[config.mk]
export PLATFORM = sky130hd
export DESIGN_NAME = sum_pipe
export DESIGN_NICKNAME = d
export VERILOG_FILES = /design/src/rtl/sum_pipe.sv
export SDC_FILE = /design/constraint.sdc
export NUM_CORES = 1
export LEC_CHECK = 0
export ABC_AREA = 1
export CORE_AREA = 2 2 128 161
export DETAILED_ROUTE_END_ITERATION = 8
export DIE_AREA = 0 0 130 163
export GPL_TIMING_DRIVEN = 1
export SKIP_LAST_GASP = 1
export SLEW_MARGIN = 0
export SYNTH_ARGS = -nofsm -noshare
export SYNTH_HDL_FRONTEND = slang
export SYNTH_SLANG_ARGS = --single-unit
[constraint.sdc]
create_clock -name clk -period 6 [get_ports clk]
set_input_delay 1.2 -clock clk [delete_from_list [all_inputs] [get_ports clk]]
set_output_delay 1.2 -clock clk [all_outputs]
set_load 0.005 [all_outputs]
[src/rtl/sum_pipe.sv]
// -----------------------------------------------------------------------------
// sum_pipe
//   Pipelined add/subtract unit. The WIDTH-bit carry chain is cut into STAGES
//   equal chunks and one chunk is resolved per clock, so wide operands close
//   timing. The operand chunks that are not yet used travel with the beat, and
//   the result chunks that are already done are delayed, so all chunks of one
//   beat leave together. Flow control is valid/ready with a single global stall.
//
// Parameters
//   WIDTH   operand/result width (must be a multiple of STAGES)
//   STAGES  pipeline depth = number of carry-chain chunks (1..WIDTH)
//   SAT     1: clamp to the signed limit on overflow; 0: two's complement wrap
//
// Ports
//   clk, rst            clock, synchronous active-high reset
//   in_valid, in_ready  operand handshake (in_ready never looks at in_valid)
//   in1, in2            operands A and B
//   cin                 carry-in, ignored when sub=1
//   sub                 0: in1+in2+cin   1: in1-in2
//   out_valid,out_ready result handshake
//   out                 result, wrapped or saturated
//   cout                carry-out of the MSB (sub: 1 = no borrow)
//   ovf                 signed overflow of the unsaturated sum
// -----------------------------------------------------------------------------
module sum_pipe #(
    parameter int WIDTH  = 32,
    parameter int STAGES = 4,
    parameter bit SAT    = 1'b0
) (
    input  logic             clk,
    input  logic             rst,
    input  logic             in_valid,
    output logic             in_ready,
    input  logic [WIDTH-1:0] in1,
    input  logic [WIDTH-1:0] in2,
    input  logic             cin,
    input  logic             sub,
    output logic             out_valid,
    input  logic             out_ready,
    output logic [WIDTH-1:0] out,
    output logic             cout,
    output logic             ovf
);

    localparam int CHUNK = WIDTH / STAGES;
    localparam int LAST  = STAGES - 1;

    generate
        if (STAGES < 1 || STAGES > WIDTH || (WIDTH % STAGES) != 0) begin : g_bad_params
            $error("sum_pipe: WIDTH must be a multiple of STAGES and 1 <= STAGES <= WIDTH");
        end
    endgenerate

    // One chunk of the carry chain: {carry_out, sum}.
    function automatic logic [CHUNK:0] add_chunk(input logic [CHUNK-1:0] a,
                                                 input logic [CHUNK-1:0] b,
                                                 input logic             c);
        return {1'b0, a} + {1'b0, b} + {{CHUNK{1'b0}}, c};
    endfunction

    // Clamp to the signed limit in the direction of operand A's sign.
    function automatic logic signed [WIDTH-1:0] saturate(input logic signed [WIDTH-1:0] s,
                                                         input logic                    ovf_i,
                                                         input logic                    a_msb);
        logic signed [WIDTH-1:0] r;
        r = s;
        if (SAT && ovf_i) begin
            r = a_msb ? {1'b1, {(WIDTH-1){1'b0}}} : {1'b0, {(WIDTH-1){1'b1}}};
        end
        return r;
    endfunction

    // Per-stage state: A, B' (already inverted for subtract), partial sum,
    // carry out of the chunk finished in that stage, and beat valid.
    logic [WIDTH-1:0]  a_q [STAGES];
    logic [WIDTH-1:0]  a_d [STAGES];
    logic [WIDTH-1:0]  b_q [STAGES];
    logic [WIDTH-1:0]  b_d [STAGES];
    logic [WIDTH-1:0]  s_q [STAGES];
    logic [WIDTH-1:0]  s_d [STAGES];
    logic [STAGES-1:0] c_q, c_d;
    logic [STAGES-1:0] vld_q, vld_d;

    // Inputs seen by each stage's adder.
    logic [WIDTH-1:0]  a_st [STAGES];
    logic [WIDTH-1:0]  b_st [STAGES];
    logic [WIDTH-1:0]  s_st [STAGES];
    logic [STAGES-1:0] c_st, v_st;

    logic en;
    logic ovf_raw;

    // Global stall: everything advances unless a finished result is waiting.
    // Reset forces en so in_ready reads 1 while rst is held.
    assign en       = rst || !vld_q[LAST] || out_ready;
    assign in_ready = en;

    always_comb begin
        // Stage 0 takes the ports; subtract is A + ~B + 1.
        a_st[0] = in1;
        b_st[0] = sub ? ~in2 : in2;
        c_st[0] = sub ? 1'b1 : cin;
        s_st[0] = '0;
        v_st[0] = in_valid;
        for (int k = 1; k < STAGES; k++) begin
            a_st[k] = a_q[k-1];
            b_st[k] = b_q[k-1];
            c_st[k] = c_q[k-1];
            s_st[k] = s_q[k-1];
            v_st[k] = vld_q[k-1];
        end
    end

    always_comb begin
        logic [CHUNK:0] csum;
        csum = '0;
        for (int k = 0; k < STAGES; k++) begin
            csum     = add_chunk(a_st[k][k*CHUNK +: CHUNK], b_st[k][k*CHUNK +: CHUNK], c_st[k]);
            a_d[k]   = a_st[k];
            b_d[k]   = b_st[k];
            s_d[k]   = s_st[k];
            s_d[k][k*CHUNK +: CHUNK] = csum[CHUNK-1:0];
            c_d[k]   = csum[CHUNK];
            vld_d[k] = v_st[k];
        end
    end

    // ---- pipeline register boundary ----
    always_ff @(posedge clk) begin
        if (rst) begin
            vld_q <= '0;
        end else if (en) begin
            vld_q <= vld_d;
        end
    end

    always_ff @(posedge clk) begin
        if (en) begin
            a_q <= a_d;
            b_q <= b_d;
            s_q <= s_d;
            c_q <= c_d;
        end
    end

    // Outputs are decoded from the last register only, so they move only on
    // an enabled edge. Masking with valid keeps them at zero after reset.
    assign ovf_raw   = (a_q[LAST][WIDTH-1] == b_q[LAST][WIDTH-1]) &&
                       (s_q[LAST][WIDTH-1] != a_q[LAST][WIDTH-1]);
    assign out_valid = vld_q[LAST];
    assign out       = vld_q[LAST] ? saturate(s_q[LAST], ovf_raw, a_q[LAST][WIDTH-1]) : '0;
    assign cout      = vld_q[LAST] & c_q[LAST];
    assign ovf       = vld_q[LAST] & ovf_raw;

endmodule
==> impl_metrics.env, run 1 <==
export IMPL_mappedNetlistArea_mm2=0.00776
export IMPL_mostFrequentLayoutCell="edfxtp_1"
export IMPL_worst_ep_required_time_ns=4.80
export IMPL_regArea_mm2=0.00555
export IMPL_report_final_slew_viol_count=0
export IMPL_cts_htree_levels=4
export IMPL_final_cell_area_mm2=0.00970
export IMPL_dr_first_iter_drc_count=282
export IMPL_number_of_setup_violations_in_the_final_report=0
export IMPL_power_ir_vdd_worst_mv=0.187
export IMPL_design_final_nets=791
export IMPL_placed_cells=936
export IMPL_fin_cells=968
export IMPL_cts_post_setup_buffers_inserted=0
export IMPL_fin_crit_ns=4.03
export IMPL_placementRows=58
export IMPL_utilization_after_layout=0.490
export IMPL_synth_avg_cell_area_um2=13.7
export IMPL_hold_path_depth=0
export IMPL_drt_pass1_iter_count=4
export IMPL_ys_seq_elements=186
export IMPL_vias=4210
export IMPL_cts_sinks=186
export IMPL_place_port_buffers=105
export IMPL_area_growth_syn_to_layout_pct=24.9
export IMPL_run_status="completed"
export IMPL_worstMarginPinSlew_ns=0.977
export IMPL_synth_top_cell_area_share=0.704
export IMPL_global_route_overflow_total=0
export IMPL_critPathMaxFanout=61
export IMPL_power_per_cell_area_mw_per_mm2=335
export IMPL_cts_clk_slew_worst_paths_ns=0.07
export IMPL_vias_in_the_first_global_route=4319
export IMPL_route_detailed_wl_per_inst_um=12.4
export IMPL_capturing_element_type_of_the_critical_path="primary output"
export IMPL_die_w_um=130
export IMPL_synthFlopType="edfxtp_1"
export IMPL_timing_worst_setup_path_type="primary input to primary output"
export IMPL_yosys_warnings=0
export IMPL_pin_count_of_the_biggest_net_entering_global_routing=78
export IMPL_synth_async_sr_flop_share=0
export IMPL_via_per_inst=4.35
export IMPL_post_place_ws_ns=1.96
export IMPL_total_leakage_power_nw=4.15
export IMPL_fp_coreArea_mm2=0.0198
export IMPL_worstPathArrival_ns=2.83
export IMPL_largest_cells_by_area_after_synthesis="edfxtp_1 70%, nand2_1 6.3%, ha_1 4.5%"
export IMPL_cts_buffer_depth=2
export IMPL_start_util=0.392
export IMPL_final_hold_violation_count=0
export IMPL_postRouteAntennaNets=0
export IMPL_track_usage=0.121
export IMPL_num_antenna_cells=0
export IMPL_fillCellCount=1730
export IMPL_timing_slew_headroom=0.349
export IMPL_r2r_cells=5
export IMPL_place_hpwl_mm=8.35
export IMPL_synth_lib_cells_used_distinct=27
export IMPL_placement_cell_area_mm2=0.00912
export IMPL_ios=106
export IMPL_syn_nets=672
export IMPL_tritoncts_clock_tree="yes"
export IMPL_cts_made_buffers=17
export IMPL_timing_final_crit_share=0.672
export IMPL_min_delay_path_class="flip-flop to flip-flop"
export IMPL_max_freq_mhz=248
export IMPL_worst_slack_ns=1.97
export IMPL_die_area_mm2=0.0212
export IMPL_most_frequent_cells_in_the_layout="182 x edfxtp_1, 130 x nand2_1, 104 x clkdlybuf4s50_1"
export IMPL_wire_length_of_the_first_global_routing_pass_mm=19.4
export IMPL_post_cts_resize_count=0
export IMPL_worst_setup_path_start_kind="primary input"
export IMPL_rsz0062_at_grt="no"
export IMPL_multiInputGateArea_mm2=0.00184
export IMPL_fin_setup_tns_ns=0
export IMPL_number_of_antenna_violations_at_the_first_check_in_global_routing=0
export IMPL_max_cap_violations=0
export IMPL_holdBufCountCts=0
export IMPL_synthesis_instances=566
export IMPL_clock_tree_root_cell="clkbuf_16"
export IMPL_place_gp_congestion=0.814
export IMPL_layout_drive_gt1_share=0.0788
export IMPL_die_height_um=163
export IMPL_fin_worst_skew_ns=0.00591
export IMPL_synth_edff_count=182
export IMPL_sequential_to_total_area_share_from_yosys_stat=0.714
export IMPL_drc=0
export IMPL_wirelength_mm=12.0
export IMPL_worstSkewPairLatency_ns=0.41
export IMPL_netlist_top_cell_by_area="edfxtp_1"
==> area by class of cell <==
class / instances / share of cell area
flip-flops and latches: 186 / 0.572
multi-input cells: 284 / 0.190
repair buffers: 108 / 0.110
clock buffers: 19 / 0.0446
well taps: 270 / 0.0348
inverters: 88 / 0.0341
clock inverters: 13 / 0.0147
==> report_power, final <==
| part | switching [mW] | total (mW) | internal, mW |
|---|---|---|---|
| clock | 0.460 | 1.08 | 0.617 |
| combinational | 0.193 | 0.371 | 0.177 |
| sequential | 0.0679 | 1.80 | 1.73 |
| total | 0.721 | 3.25 | 2.53 |
==> registers in the layout (all words and copies together), names as in the netlist <==
name,flops
a_d,48
b_d,48
s_d,48
s_q,32
c_q,4
vld_q,4
a_q,1
b_q,1
==> cells by family after synthesis <==
logic type | Yosys count | synth area share
simple gates | 185 | 0.107
xor+xnor | 44 | 0.0496
flops | 186 | 0.714
buf+inv | 96 | 0.0508
compound gates | 19 | 0.0126
fa+ha+maj | 36 | 0.0658
==> worst max-delay path, cell delays in order <==
cell and delay, ns:
clkdlybuf4s50_1 0.48, inv_1 0.12, nand2_8 0.37, clkdlybuf4s50_1 0.60
==> worst paths after layout <==
check	startpoint	slack [ns]	end
setup / recovery	rst	1.97	in_ready
hold / removal	a_d[88]	0.42	a_d[56]
setup reg to reg	vld_q[3]	3.68	b_d[55]
hold reg to reg	a_d[88]	0.42	a_d[56]
==> stage by stage <==
stage | hold slack (ns) | total power, mW
after CTS | 0.418 | 3.29
after floorplan | 0.400 | 2.05
after detailed placement | 0.405 | 2.20
after global routing | 0.423 | 3.41
after global placement | 0.401 | 2.18
final | 0.416 | 3.25
==> routing by layer <==
metal | GRT usage | vias up | wire length [um] | part of all wire
li1 | - | 2117 | - | -
met1 | 0.121 | 1978 | 4610 | 0.38
met2 | 0.228 | 97 | 6710 | 0.56
met3 | 0.0325 | 18 | 443 | 0.037
met4 | 0.0538 | 0 | 262 | 0.022
met5 | 0 | - | 0 | 0
==> cells in the mapped netlist (2+ instances only) <==
cell type and instances:
nand2_2 3, or2_1 4, buf_6 3, dfxtp_1 4, buf_2 3, ha_1 28
a21oi_1 15, nand3_1 12, buf_4 2, nand3b_1 5, or2_4 4, xnor2_1 12
nor2_2 4, nand2_1 131, o21ai_0 2, xor2_1 32, edfxtp_1 182, inv_1 87
nor2_1 12, nand3_2 7, fa_1 8
No activity file was read; power rests on OpenSTA's default activity.
==> run 2, diff against run 1 <==
==> constraint.sdc (replaced) <==
create_clock -name clk -period 4.1 [get_ports clk]
set_input_delay 0.82 -clock clk [delete_from_list [all_inputs] [get_ports clk]]
set_output_delay 0.82 -clock clk [all_outputs]
set_load 0.005 [all_outputs]
==> run 2 against run 1 <==
  * Clock power is 51% higher
  * Final area is 0.36% higher
  * Critical endpoint is now out[12]
  * Wire length is 1.5% higher
  * Critical path type is now flip-flop to primary output
  * Highest routed layer unchanged
  * Count of clock-buffer cells in the layout is 2 lower
  * Worst setup slack worse by 0.83 ns
  * Critical path depth stayed put
==> impl_metrics.env, run 2 (synthesized netlist as in run 1, its figures left out) <==
export IMPL_run_status="completed"
export IMPL_start_util=0.392
export IMPL_ios=106
export IMPL_area_growth_syn_to_layout_pct=25.4
export IMPL_cts_clk_slew_worst_paths_ns=0.07
export IMPL_cts_sinks=186
export IMPL_timing_slew_headroom=0.483
export IMPL_place_gp_congestion=0.828
export IMPL_number_of_antenna_violations_at_the_first_check_in_global_routing=0
export IMPL_post_place_ws_ns=1.18
export IMPL_place_port_buffers=105
export IMPL_capturing_element_type_of_the_critical_path="primary output"
export IMPL_dr_first_iter_drc_count=268
export IMPL_worst_ep_required_time_ns=3.28
export IMPL_place_hpwl_mm=8.65
export IMPL_vias=4153
export IMPL_power_sequential_fraction=0.548
export IMPL_internal_power_mw=3.75
export IMPL_global_route_overflow_total=0
export IMPL_vias_in_the_first_global_route=4333
export IMPL_layout_drive_gt1_share=0.0815
export IMPL_design_final_nets=793
export IMPL_wire_length_of_the_first_global_routing_pass_mm=20.5
export IMPL_power_share_switching=0.220
export IMPL_max_cap_violations=0
export IMPL_fin_hold_ws_ns=0.416
export IMPL_rsz0062_at_grt="no"
export IMPL_cts_buffer_depth=2
export IMPL_power_ir_vdd_worst_mv=0.308
export IMPL_holdBufCountCts=0
export IMPL_fp_coreArea_mm2=0.0198
export IMPL_cts_made_buffers=17
export IMPL_cts_post_setup_buffers_inserted=0
export IMPL_timing_final_crit_share=0.721
export IMPL_num_antenna_cells=0
export IMPL_placementRows=58
export IMPL_report_final_slew_viol_count=0
export IMPL_drc=0
export IMPL_wirelength_mm=12.2
export IMPL_min_delay_path_class="flip-flop to flip-flop"
export IMPL_worstPathArrival_ns=2.14
export IMPL_power_combinational_fraction=0.112
export IMPL_via_per_inst=4.29
export IMPL_power_per_cell_area_mw_per_mm2=495
export IMPL_utilization_after_layout=0.491
export IMPL_worstSkewPairLatency_ns=0.43
export IMPL_post_cts_resize_count=0
export IMPL_route_detailed_wl_per_inst_um=12.6
export IMPL_fin_setup_tns_ns=0
export IMPL_worst_slack_ns=1.14
export IMPL_total_leakage_power_nw=4.18
export IMPL_postRouteAntennaNets=0
export IMPL_most_frequent_cells_in_the_layout="182 x edfxtp_1, 130 x nand2_1, 104 x clkdlybuf4s50_1"
export IMPL_clock_tree_root_cell="clkbuf_16"
export IMPL_final_hold_violation_count=0
export IMPL_number_of_setup_violations_in_the_final_report=0
export IMPL_mostFrequentLayoutCell="edfxtp_1"
export IMPL_worstMarginPinSlew_ns=0.776
export IMPL_critPathMaxFanout=22
export IMPL_cts_htree_levels=4
export IMPL_die_w_um=130
export IMPL_power_switching_mw=1.06
export IMPL_fin_crit_ns=2.96
export IMPL_track_usage=0.128
export IMPL_timing_worst_setup_path_type="flip-flop to primary output"
export IMPL_max_freq_mhz=338
export IMPL_pin_count_of_the_biggest_net_entering_global_routing=63
export IMPL_fin_worst_skew_ns=0.00649
export IMPL_tritoncts_clock_tree="yes"
export IMPL_die_area_mm2=0.0212
export IMPL_drt_pass1_iter_count=4
export IMPL_worst_setup_path_start_kind="flip-flop"
export IMPL_clkPwrFrac=0.340
export IMPL_die_height_um=163
==> run 2: changes by cell type in the layout (fill, tap and decap cells not counted), sizes merged <==
cell,previous run,this run
clkinv,3,6
buf,4,6
clkbuf,19,17
clkinvlp,4,2
bufinv,2,3
inv,92,91
==> run 2: worst paths after layout <==
check        cells past startpoint  slack, ns      end  startpoint
max                              4       1.14  out[12]    vld_q[3]
min                              0       0.42   s_d[6]     s_d[38]
max reg2reg                      8       2.08  s_d[46]     a_d[72]
min reg2reg                      0       0.42   s_d[6]     s_d[38]
==> run 2: power by group through the flow <==
stage	clock, mW	sequential, mW	combinational [mW]
floorplan	0	2.64	0.368
global placement	0	2.67	0.525
detailed placement	0	2.69	0.543
CTS	1.68	2.65	0.547
global route	1.75	2.68	0.624
finish	1.63	2.64	0.540
==> run 2: critical path, cell delays in order (launching register included) <==
cell	delay [ns]
dfxtp_1	0.63
buf_4	0.37
nand2_1	0.09
inv_1	0.11
clkdlybuf4s50_1	0.51
==> run 2: layout make-up <==
type | instances | area, um^2
Inverter | 88 | 330
Clock buffer | 17 | 425
Clock inverter | 14 | 170
Multi-Input combinational cell | 284 | 1840
Sequential cell | 186 | 5550
Fill cell | 1706 | 10100
Timing Repair Buffer | 110 | 1080
Tap cell | 270 | 338
==> run 2: layer usage <==
metal / vias up / global-route usage / routed length (um)
met1: 1921 / 0.139 / 4840
met3: 17 / 0.0319 / 458
li1: 2129 / - / -
met5: - / 0 / 0
met2: 86 / 0.231 / 6640
met4: 0 / 0.0635 / 258
==> run 2: metrics by stage <==
stage,instances,instance area [um^2],power [mW]
4_1_cts,969,9730,4.87
6_report,969,9730,4.81
3_5_place_dp,938,9140,3.23
5_1_grt,969,9730,5.05
3_3_place_gp,938,9140,3.19
2_1_floorplan,566,7770,3.01
